--- src/rtl/intlv_pkg.sv ---
// Shared definitions for the convolutional interleaver commutator.
//   intlv_state_t  : commutator state encoding (IDLE, FILL, RUN)
//   NUM_BRANCH_DEF : default number of interleaver branches
//   UNIT_DEPTH_DEF : default per-branch delay increment, in enabled bytes
//   fill_target()  : bytes that must be accepted before every delay line
//                    holds valid data
package intlv_pkg;

    typedef enum logic [1:0] {
        IDLE = 2'd0,
        FILL = 2'd1,
        RUN  = 2'd2
    } intlv_state_t;

    localparam int NUM_BRANCH_DEF = 12;
    localparam int UNIT_DEPTH_DEF = 17;

    // Branch i holds i*UNIT_DEPTH bytes and is written once every NUM_BRANCH
    // accepted bytes, so the deepest branch is full after
    // UNIT_DEPTH*(NUM_BRANCH-1)*NUM_BRANCH accepted bytes.
    function automatic int fill_target(input int unit_depth, input int num_branch);
        return unit_depth * num_branch * (num_branch - 1);
    endfunction

    localparam int FILL_TARGET_DEF = fill_target(UNIT_DEPTH_DEF, NUM_BRANCH_DEF);

endpackage

--- src/rtl/intlv_branch_ctr.sv ---
// Branch index counter for the interleaver commutator.
//   clk     : clock
//   reset   : asynchronous active-low reset, clears idx to 0
//   advance : one byte accepted this cycle; idx steps by one, wrapping
//             NUM_BRANCH-1 -> 0
//   realign : the accepted byte was a misaligned sync taken as branch 0,
//             so the next byte belongs to branch 1
//   idx     : current branch index
module intlv_branch_ctr
    import intlv_pkg::*;
#(
    parameter int NUM_BRANCH = NUM_BRANCH_DEF,
    parameter int IDX_W      = $clog2(NUM_BRANCH)
) (
    input  logic             clk,
    input  logic             reset,
    input  logic             advance,
    input  logic             realign,
    output logic [IDX_W-1:0] idx
);

    logic [IDX_W-1:0] idx_reg;

    always_ff @(posedge clk or negedge reset) begin
        if (!reset) begin
            idx_reg <= '0;
        end else if (realign) begin
            idx_reg <= IDX_W'(1);
        end else if (advance) begin
            if (idx_reg == IDX_W'(NUM_BRANCH - 1)) begin
                idx_reg <= '0;
            end else begin
                idx_reg <= idx_reg + IDX_W'(1);
            end
        end
    end

    assign idx = idx_reg;

endmodule

--- src/rtl/interleaver_commutator.sv ---
// Convolutional interleaver commutator. Steers each accepted byte to one of
// NUM_BRANCH external delay buffers (branch 0 has no delay) and collects the
// interleaved byte from the selected buffer tail one cycle later.
//   clk         : clock
//   reset       : asynchronous active-low reset
//   in_valid    : in_data carries a byte
//   in_data     : byte stream from the packetiser
//   in_sync     : in_data is a packet sync byte (qualified by in_valid)
//   branch_dout : tail bytes of branch buffers, slice i = branch i
//                 (slice 0 unused, branch 0 passes in_data straight through)
//   branch_en   : one-hot write enable to branch buffers, bit 0 always 0
//   branch_din  : common write data for all branch buffers
//   out_valid   : out_data valid
//   out_data    : interleaved byte
//   out_sync    : out_data is a branch-0 sync byte
//   sync_err    : one-cycle pulse after a sync arrived off branch 0
// Build option: define INTLV_WARMUP_EN to suppress out_valid until every
// delay buffer has been filled (state RUN).
module interleaver_commutator
    import intlv_pkg::*;
#(
    parameter int NUM_BRANCH = NUM_BRANCH_DEF,
    parameter int DATA_W     = 8,
    parameter int UNIT_DEPTH = UNIT_DEPTH_DEF
) (
    input  logic                         clk,
    input  logic                         reset,
    input  logic                         in_valid,
    input  logic [DATA_W-1:0]            in_data,
    input  logic                         in_sync,
    input  logic [NUM_BRANCH*DATA_W-1:0] branch_dout,
    output logic [NUM_BRANCH-1:0]        branch_en,
    output logic [DATA_W-1:0]            branch_din,
    output logic                         out_valid,
    output logic [DATA_W-1:0]            out_data,
    output logic                         out_sync,
    output logic                         sync_err
);

    localparam int IDX_W    = $clog2(NUM_BRANCH);
    localparam int FILL_TGT = fill_target(UNIT_DEPTH, NUM_BRANCH);
    localparam int CNT_W    = $clog2(FILL_TGT) + 1;

    intlv_state_t      state_reg, state_next;
    logic [CNT_W-1:0]  cnt_reg, cnt_next;
    logic [IDX_W-1:0]  idx;
    logic [IDX_W-1:0]  eff_idx;
    logic              accept;
    logic              realign;
    logic              valid_cond;

    logic              out_valid_reg;
    logic [DATA_W-1:0] out_data_reg;
    logic              out_sync_reg;
    logic              sync_err_reg;

    logic [DATA_W-1:0] tail [NUM_BRANCH];

    genvar gi;
    generate
        for (gi = 0; gi < NUM_BRANCH; gi++) begin : g_tail
            assign tail[gi] = branch_dout[gi*DATA_W +: DATA_W];
        end
    endgenerate

    intlv_branch_ctr #(
        .NUM_BRANCH (NUM_BRANCH),
        .IDX_W      (IDX_W)
    ) u_branch_ctr (
        .clk     (clk),
        .reset   (reset),
        .advance (accept),
        .realign (realign),
        .idx     (idx)
    );

    always_ff @(posedge clk or negedge reset) begin
        if (!reset) begin
            state_reg <= IDLE;
            cnt_reg   <= '0;
        end else begin
            state_reg <= state_next;
            cnt_reg   <= cnt_next;
        end
    end

    always_comb begin
        state_next = state_reg;
        cnt_next   = cnt_reg;
        accept     = 1'b0;
        realign    = 1'b0;
        case (state_reg)
            IDLE: begin
                // Only a sync byte leaves IDLE; it is branch 0 and the
                // first byte of the fill.
                if (in_valid && in_sync) begin
                    accept     = 1'b1;
                    state_next = FILL;
                    cnt_next   = CNT_W'(1);
                end
            end
            FILL, RUN: begin
                if (in_valid) begin
                    accept = 1'b1;
                    if (in_sync && (idx != '0)) begin
                        // Lost alignment: take this sync as branch 0 and
                        // restart the fill with it as the first byte.
                        realign    = 1'b1;
                        state_next = FILL;
                        cnt_next   = CNT_W'(1);
                    end else if (state_reg == FILL) begin
                        cnt_next = cnt_reg + CNT_W'(1);
                        if (cnt_reg == CNT_W'(FILL_TGT - 1)) begin
                            state_next = RUN;
                        end
                    end
                end
            end
            default: begin
                state_next = IDLE;
                cnt_next   = '0;
            end
        endcase
    end

    // A realigning sync byte is steered as branch 0 regardless of idx.
    assign eff_idx = realign ? '0 : idx;

    assign branch_en[0] = 1'b0;
    generate
        for (gi = 1; gi < NUM_BRANCH; gi++) begin : g_en
            assign branch_en[gi] = accept && (state_reg != IDLE)
                                   && (eff_idx == IDX_W'(gi));
        end
    endgenerate

    assign branch_din = in_data;

`ifdef INTLV_WARMUP_EN
    assign valid_cond = (state_reg == RUN);
`else
    assign valid_cond = 1'b1;
`endif

    always_ff @(posedge clk or negedge reset) begin
        if (!reset) begin
            out_valid_reg <= 1'b0;
            out_data_reg  <= '0;
            out_sync_reg  <= 1'b0;
            sync_err_reg  <= 1'b0;
        end else begin
            sync_err_reg <= realign;
            if (accept) begin
                out_valid_reg <= valid_cond;
                out_sync_reg  <= in_sync && valid_cond;
                out_data_reg  <= (eff_idx == '0) ? in_data : tail[eff_idx];
            end else begin
                out_valid_reg <= 1'b0;
                out_sync_reg  <= 1'b0;
            end
        end
    end

    assign out_valid = out_valid_reg;
    assign out_data  = out_data_reg;
    assign out_sync  = out_sync_reg;
    assign sync_err  = sync_err_reg;

endmodule

--- config.mk ---
export PLATFORM = sky130hd
export DESIGN_NAME = interleaver_commutator
export DESIGN_NICKNAME = d
export VERILOG_FILES = /design/src/rtl/intlv_pkg.sv /design/src/rtl/intlv_branch_ctr.sv /design/src/rtl/interleaver_commutator.sv
export SDC_FILE = /design/constraint.sdc
export NUM_CORES = 1
export LEC_CHECK = 0
export ABC_AREA = 1
export CAP_MARGIN = 10
export CORE_MARGIN = 1
export CORE_UTILIZATION = 35
export DETAILED_ROUTE_END_ITERATION = 10
export MAX_ROUTING_LAYER = met4
export PLACE_DENSITY = 0.77
export SLEW_MARGIN = 20
export SYNTH_ARGS = -nofsm -noshare
export SYNTH_HDL_FRONTEND = slang
export SYNTH_SLANG_ARGS = --single-unit
--- constraint.sdc ---
create_clock -name clk -period 2.3 [get_ports clk]
set_input_delay 0.575 -clock clk [delete_from_list [all_inputs] [get_ports clk]]
set_output_delay 0.575 -clock clk [all_outputs]
set_load 0.01 [all_outputs]
==> impl_results.md, run 1 <==
- Die Y: 92.1 µm
- Min cycle time layout: 2.41 ns
- Sequential fraction of the synthesis area: 0.264
- CTS Sinks: 30
- Slowest CP cell: dfrtp_1
- Leading post-synthesis cells by cell area: dfrtp_1, nand2_1, nand3_1, inv_1, nand4_1
- NumNets Final: 758
- Critical path cell sequence: inv_2 -> ha_4 -> nand2_4 -> inv_4 -> nand3_4 -> nand2_2 -> inv_2 -> nand2_4 -> inv_4 -> nand2_8 -> nor2_4 -> buf_6
- Final Skew: 0.00529 ns
- Synth Instances: 480
- Worst vdd ir: 0.463 mV
- Worst setup margin: -0.112 ns
- Outcome: finished with violations
- RePlAce Congestion: 0.907
- Die area: 0.00849 mm²
- DP HPWL: 8.21 mm
- GRT Total Usage: 0.266
- Largest net degree at the start of global routing: 31
- Final clock period utilization by the worst path: 1.05
- DR vias/cell: 5.00
- Max-cap viol count: 0
- DRC: 0
- Reg2Reg Depth: 16
- Crit path capture type: output pin
- Routed len/inst: 14.5 µm
- Max Buffers Root-to-Sink: 2
- CTS buffer count: 5
- Core Box Area: 0.00781 mm²
- CP peak stage delay: 0.39 ns
- Worst Path Class, Setup: reg2out
- Pwr dens: 999 mW/mm²
- Synth warn: 0
- Endpoints failing hold: 0
- Most common cell after layout, fill and taps aside: nand2_1
- Largest register FFs: 13
- Post-Layout Cell Count: 748
- Net count after synthesis: 594
- Dpl cells: 731
- Crit start category: register
- RSZ-0062 raised after global routing: yes
- First-pass GRT wire length: 17.5 mm
- Final ANT Viol Nets: 0
- Failing checks: setup timing
- Starting Density: 0.364
- Share of the synthesized area in the top cell type: 0.264
- WP data required: 1.73 ns
- Root Driver: clkbuf_8
- Die width: 92.1 µm
- Count of final setup violators: 11
- Crit-path max FO: 7
- Cts hold-fix bufs: 0
- Synthesized cell area: 0.00284 mm²
- Most frequent cells in the layout: nand2_1, clkdlybuf4s50_1, nand3_1
- Area leader, netlist: dfrtp_1
- Seq cells post-synth: 30
- Hold depth: 2
- DR iter-0 viols: 177
- Layout cell share with drive strength beyond 1: 0.175
- Initial antenna violation count: 1
- Worst-path clk slew: 0.06 ns
- Port bufs: 133
- Utilization after layout: 0.615
- Fmax: 0.415 GHz
- Number of global-route vias before repair: 3753
- Remaining Overflow, GRT: 0
- Wire length after detailed routing: 10.9 mm
- Pre-Repair DR Iteration Count: 4
- Worst skew pair latency: 0.27 ns
- Mapped Avg Cell Area: 5.92 µm²
- Critical path arrival: 1.84 ns
- TritonCTS clock tree: done
- HP Class: reg2reg
- Vias: 3743
- H-tree levels: 2
- Top-Level Pins: 139
- Max-slew violations: 0
- Row cnt: 32
- LEAKAGE: 2.39 nW
- Layout area overhead: 68.9%
- Fillers: 723
- Distinct cells, synth: 35
-- area by class of cell --
type / instances / area (µm²) / share of cell area
clock buffer: 7 / 86.3 / 0.0180
tap: 102 / 128 / 0.0266
inverter: 58 / 223 / 0.0464
clock inverter: 1 / 5.00 / 0.00104
antenna: 1 / 2.50 / 0.000521
sequential: 30 / 751 / 0.156
timing repair buffer: 189 / 1750 / 0.365
multi-input combinational: 360 / 1850 / 0.386
-- logic make-up (layout without fill, tap and decap cells) --
family          count (synthesis)  after routing  share of synthesized area
compound gates                 40             40                     0.0823
xor+xnor                        2              2                    0.00616
fa+ha+maj                       6              6                     0.0264
buf+inv                        90            255                      0.143
flops                          30             30                      0.264
other cells                     1              2                    0.00132
simple gates                  311            311                      0.477
-- power by group --
part | internal [W] | total [W] | switching, W | leakage (nW)
Combinational | 0.00153 | 0.00360 | 0.00207 | 1.94
Clock | 0.000241 | 0.000427 | 0.000186 | 0.0482
Sequential | 0.000679 | 0.000766 | 0.0000869 | 0.394
-- critical path, delay by kind of cell, from the launching register on --
family,cells,cell delay (ns)
adder cells (fa/ha/maj),1,0.21
AND/OR/NAND/NOR,6,0.56
buffers and inverters,5,0.40
flip-flops,1,0.39
-- stage by stage --
| step | hold slack (ns) | area, µm² | power (W) | worst slack [ns] | TNS [ns] |
|---|---|---|---|---|---|
| final | 0.480 | 4800 | 0.00479 | -0.112 | -0.664 |
| after global routing | 0.517 | 4800 | 0.00524 | -0.213 | -1.88 |
| after CTS | 0.481 | 4760 | 0.00469 | -0.0873 | -0.374 |
| after detailed placement | 0.464 | 4540 | 0.00409 | -0.734 | -9.95 |
| after global placement | 0.463 | 4540 | 0.00401 | -0.700 | -9.24 |
| after floorplan | 0.279 | 2930 | 0.00277 | -0.0183 | -0.0948 |
-- final timing paths --
check                                    startpoint                       to  slack, ns
setup / recovery           state_reg[1]$_DFFE_PN0P_             branch_en[8]      -0.11
setup reg to reg           state_reg[1]$_DFFE_PN0P_  out_data[1]$_DFFE_PN0P_       0.09
hold / removal              out_data[1]$_DFFE_PN0P_  out_data[1]$_DFFE_PN0P_       0.48
hold reg to reg             out_data[1]$_DFFE_PN0P_  out_data[1]$_DFFE_PN0P_       0.48
min in group asynchronous                     reset  out_data[0]$_DFFE_PN0P_       0.68
max in group asynchronous                     reset   cnt_reg[2]$_DFFE_PN0P_       1.33
-- timing repair --
action                     4_1_cts  5_1_grt
resized for setup               69       15
buffers inserted                10        0
pin swaps                        3        8
setup endpoints to repair       19       19
-- synthesized netlist by cell type (all sizes together) --
cell type  count
o32ai          1
nand3b         1
o22ai          1
nor4           2
a21boi         1
nand3         58
inv           58
a31oi          1
buf           26
a2bb2oi        1
dfrtp         30
nand2        161
o21a           2
o21ai         15
a21oi         16
conb           1
nor2          54
clkbuf         6
nor3           2
or2            1
ha             6
nand4         32
o21ba          1
xor2           2
a311oi         1
-- per-layer routing --
layer | up-vias | wire length, µm | GRT usage
met5 | - | 0 | -
met4 | 0 | 261 | 0.100
met3 | 18 | 774 | 0.0589
met2 | 141 | 5590 | 0.471
met1 | 1714 | 4230 | 0.291
li1 | 1870 | - | -
(Power assumes the default switching activity.)
==> run 2, diff against run 1 <==
==> constraint.sdc (replaced) <==
create_clock -name clk -period 2.3 [get_ports clk]
set_input_delay 0.345 -clock clk [delete_from_list [all_inputs] [get_ports clk]]
set_output_delay 0.345 -clock clk [all_outputs]
set_load 0.01 [all_outputs]
==> run 2 against run 1 <==
  * The run now ends clean
  * Register-to-register slack gained 0.06 ns
  * Non-clock buffer count shrank 18
  * Clock power shrank 4%
  * Combinational power shrank 10%
  * Hold slack lost 0.041 ns
  * Sequential share of layout area grew 0.97 points
  * Clock skew is essentially flat
  * First-iteration DRC count grew 20%
  * Critical path type unchanged
  * Largest power group unchanged
==> impl_results.md, run 2 (synthesized netlist as in run 1, its figures left out) <==
- Row cnt: 32
- LEAKAGE: 2.27 nW
- Critical Path Start: state_reg[0]$_DFFE_PN0P_
- Fin area: 0.00452 mm²
- Count of final setup violators: 0
- DP HPWL: 7.91 mm
- Port bufs: 133
- Final ANT Viol Nets: 0
- Most frequent cells in the layout: nand2_1, clkdlybuf4s50_1, nand3_1
- TritonCTS clock tree: done
- Diode count: 0
- Pre-Repair DR Iteration Count: 5
- Wire length after detailed routing: 10.1 mm
- Largest net degree at the start of global routing: 36
- WP data required: 1.96 ns
- Max Buffers Root-to-Sink: 2
- R2r setup slk: 0.15 ns
- Final Skew: 0.00499 ns
- Worst skew pair latency: 0.29 ns
- Fillers: 739
- Max-cap viol count: 0
- Die width: 92.1 µm
- Routed len/inst: 13.9 µm
- RR Startpoint: state_reg[0]$_DFFE_PN0P_
- DR vias/cell: 5.06
- Crit start category: register
- Outcome: complete, no violations
- Die Y: 92.1 µm
- Critical path arrival: 1.89 ns
- Worst setup endpoint: branch_en[1]
- Layout cell share with drive strength beyond 1: 0.131
- Remaining Overflow, GRT: 0
- Most common cell after layout, fill and taps aside: nand2_1
- Initial antenna violation count: 0
- Dpl cells: 716
- Die area: 0.00849 mm²
- Dpl cell area: 0.00436 mm²
- First-pass GRT wire length: 16.5 mm
- Vias: 3687
- Pwr dens: 977 mW/mm²
- CTS Sinks: 30
- Worst Path Class, Setup: reg2out
- Largest register FFs: 13
- Layout area overhead: 59.0%
- NumNets Final: 740
- RSZ-0062 raised after global routing: yes
- Min cycle time layout: 2.24 ns
- RePlAce Congestion: 0.864
- DRC: 0
- Endpoints failing hold: 0
- Worst-path clk slew: 0.07 ns
- Top-Level Pins: 139
- Max-slew violations: 0
- Crit path capture type: output pin
- Final clock period utilization by the worst path: 0.974
- H-tree levels: 2
- Core Box Area: 0.00781 mm²
- HP Class: in2async
- CTS buffer count: 5
- Worst vdd ir: 0.406 mV
- DR iter-0 viols: 212
- Starting Density: 0.364
- Post-Layout Cell Count: 728
- Reg2Reg Depth: 15
- Root Driver: clkbuf_8
- Crit-path max FO: 5
- RR Endpoint: out_data[3]$_DFFE_PN0P_
- Utilization after layout: 0.579
- Fmax: 0.447 GHz
- Post-route setup TNS: 0 ns
- GRT Total Usage: 0.252
- Number of global-route vias before repair: 3570
- Hold slack: 0.440 ns
- Cts hold-fix bufs: 0
## run 2: cell count changes in the layout (fill, tap and decap cells not counted), moves of 3 or more
cell | previous run | this run
buf_4 | 51 | 36
buf_6 | 9 | 2
nor2_1 | 43 | 50
nor2_4 | 6 | 1
clkbuf_2 | 0 | 3
## run 2: power by group
part	internal [W]	total (W)	switching, W	leakage (nW)
sequential	0.000679	0.000776	0.0000969	0.394
clock	0.000203	0.000410	0.000207	0.0438
combinational	0.00135	0.00323	0.00188	1.83
## run 2: how the worst min path moves through the flow
stage               slack (ns)                     from  cells past startpoint                 endpoint
global route              0.47                    reset                      2   cnt_reg[2]$_DFFE_PN0P_
finish                    0.44                    reset                      2   cnt_reg[2]$_DFFE_PN0P_
floorplan                 0.05                    reset                      0   cnt_reg[0]$_DFFE_PN0P_
detailed placement        0.47  out_data[0]$_DFFE_PN0P_                      2  out_data[0]$_DFFE_PN0P_
CTS                       0.45                    reset                      2   cnt_reg[1]$_DFFE_PN0P_
global placement          0.46  out_data[5]$_DFFE_PN0P_                      2  out_data[5]$_DFFE_PN0P_
## run 2: per-stage QoR
stage          power (W)  setup WS, ns
6_report         0.00442        0.0606
5_1_grt          0.00485       -0.0264
4_1_cts          0.00432      0.000611
2_1_floorplan    0.00268        0.0377
3_5_place_dp     0.00385        -0.261
3_3_place_gp     0.00378        -0.250
## run 2: per-layer routing
metal | wire length, µm | global-route usage | vias to the layer above
met2 | 5130 | 0.433 | 138
met1 | 4200 | 0.307 | 1704
met4 | 267 | 0.0885 | 0
li1 | - | - | 1826
met5 | 0 | - | -
met3 | 503 | 0.0257 | 19
## run 2: area by class of cell
class | count | area [µm²] | share of cell area
inverters | 58 | 218 | 0.0482
repair buffers | 171 | 1590 | 0.352
clock inverters | 2 | 10.0 | 0.00221
flip-flops and latches | 30 | 751 | 0.166
clock buffers | 5 | 68.8 | 0.0152
multi-input cells | 360 | 1760 | 0.389
well taps | 102 | 128 | 0.0282
## run 2: worst max-delay path, stage by stage (launching register included)
cell and delay (ns):
dfrtp_1 0.36, inv_2 0.06, ha_4 0.28, nand2_4 0.05, inv_2 0.07, nand3_4 0.11
buf_4 0.15, buf_4 0.14, nand2_2 0.07, nand2_2 0.07, nor2_1 0.09, buf_2 0.14
## run 2: what timing repair did
item / in CTS / in global routing
setup endpoints to repair: 11 / 17
pin swaps: 0 / 4
cloned: 0 / 0
resized for setup: 38 / 24
buffers inserted: 3 / 2
==> run 3, diff against run 2 <==
Settings changed: CTS_CLUSTER_SIZE set to 24, SKIP_CTS_REPAIR_TIMING set to 1.
==> run 3 against run 2 <==
  * Register-to-register slack improved by 0.04 ns
  * Hold slack got worse by 0.00073 ns
  * Clock skew barely moved
  * Critical path type unchanged
==> impl_results.md, run 3 (synthesized netlist as in run 1, its figures left out) <==
- CTS Sinks: 30
- DP HPWL: 7.91 mm
- Max-cap viol count: 0
- Layout area overhead: 57.4%
- Number of global-route vias before repair: 3572
- Count of final setup violators: 0
- Pre-Repair DR Iteration Count: 4
- Critical Path Start: state_reg[0]$_DFFE_PN0P_
- Worst slack at placement: -0.261 ns
- Most common cell after layout, fill and taps aside: nand2_1
- Wire length after detailed routing: 10.0 mm
- Fmax: 0.454 GHz
- TritonCTS clock tree: done
- Diode count: 0
- Die width: 92.1 µm
- Final clock period utilization by the worst path: 0.957
- Crit-path max FO: 7
- Min cycle time layout: 2.20 ns
- Final ANT Viol Nets: 0
- RSZ-0062 raised after global routing: yes
- Max-slew violations: 0
- DR iter-0 viols: 224
- DRC: 0
- Port bufs: 133
- Die area: 0.00849 mm²
- Starting Density: 0.364
- WP data required: 1.96 ns
- H-tree levels: 2
- Layout cell share with drive strength beyond 1: 0.114
- NumNets Final: 736
- Max Buffers Root-to-Sink: 2
- Worst vdd ir: 0.399 mV
- Crit start category: register
- LEAKAGE: 2.30 nW
- Root Driver: clkbuf_8
- Core Box Area: 0.00781 mm²
- Worst skew pair latency: 0.29 ns
- Outcome: complete, no violations
- Crit path capture type: output pin
- Worst setup margin: 0.0996 ns
- Critical path arrival: 1.86 ns
- RR Startpoint: state_reg[0]$_DFFE_PN0P_
- Top-Level Pins: 139
- Final Skew: 0.00504 ns
- R2r setup slk: 0.19 ns
- CTS buffer count: 5
- Pwr Total: 0.00433 W
- Vias: 3659
- Die Y: 92.1 µm
- HP Class: in2async
- First-pass GRT wire length: 16.4 mm
- Utilization after layout: 0.573
- DR vias/cell: 5.05
- Largest register FFs: 13
- Worst Path Class, Setup: reg2out
- Endpoints failing hold: 0
- GRT Total Usage: 0.250
- Routed len/inst: 13.8 µm
- Most frequent cells in the layout: nand2_1, clkdlybuf4s50_1, nand3_1
- Initial antenna violation count: 0
- Pwr dens: 969 mW/mm²
- Remaining Overflow, GRT: 0
- Row cnt: 32
- Worst-path clk slew: 0.07 ns
- Largest net degree at the start of global routing: 36
- RePlAce Congestion: 0.864
- Reg2Reg Depth: 15
run 3: metrics by stage:
stage               area, µm²  TNS, ns  hold slack, ns  cells
finish                   4470        0           0.439    724
global placement         4360    -2.02           0.463    716
floorplan                2840        0          0.0494    480
CTS                      4440    -3.98           0.449    723
global route             4470  -0.0286           0.474    724
detailed placement       4360    -2.35           0.466    716
run 3: worst max-delay path, cell delays in order, from the launching register on:
cell	delay, ns
dfrtp_1	0.36
inv_2	0.06
ha_4	0.26
nand2_1	0.07
inv_2	0.08
nand3_4	0.13
buf_4	0.18
nand2_1	0.08
nand2_1	0.09
nor2_1	0.11
clkbuf_2	0.15
run 3: metal layers:
| metal | routed length (µm) | up-vias | track usage |
|---|---|---|---|
| met2 | 5040 | 128 | 0.429 |
| met5 | 0 | - | - |
| met1 | 4270 | 1692 | 0.306 |
| li1 | - | 1820 | - |
| met3 | 443 | 19 | 0.0257 |
| met4 | 266 | 0 | 0.0885 |
run 3: final cells by class:
class / count / area, µm²
fillers: 746 / 3330
multi-input cells: 360 / 1730
repair buffers: 167 / 1570
flip-flops and latches: 30 / 751
inverters: 58 / 218
well taps: 102 / 128
clock buffers: 5 / 68.8
clock inverters: 2 / 10.0
run 3: worst paths after layout:
check / end
setup reg to reg: out_data[3]$_DFFE_PN0P_
hold / removal: cnt_reg[1]$_DFFE_PN0P_
min in group clk: out_data[0]$_DFFE_PN0P_
hold reg to reg: out_data[0]$_DFFE_PN0P_
max in group asynchronous: out_data[5]$_DFFE_PN0P_
setup / recovery: branch_en[1]
run 3: power breakdown:
part | switching [W] | internal (W) | leakage, nW | total [W]
combinational | 0.00185 | 0.00130 | 1.86 | 0.00315
clock | 0.000205 | 0.000203 | 0.0438 | 0.000408
sequential | 0.0000974 | 0.000679 | 0.394 | 0.000777
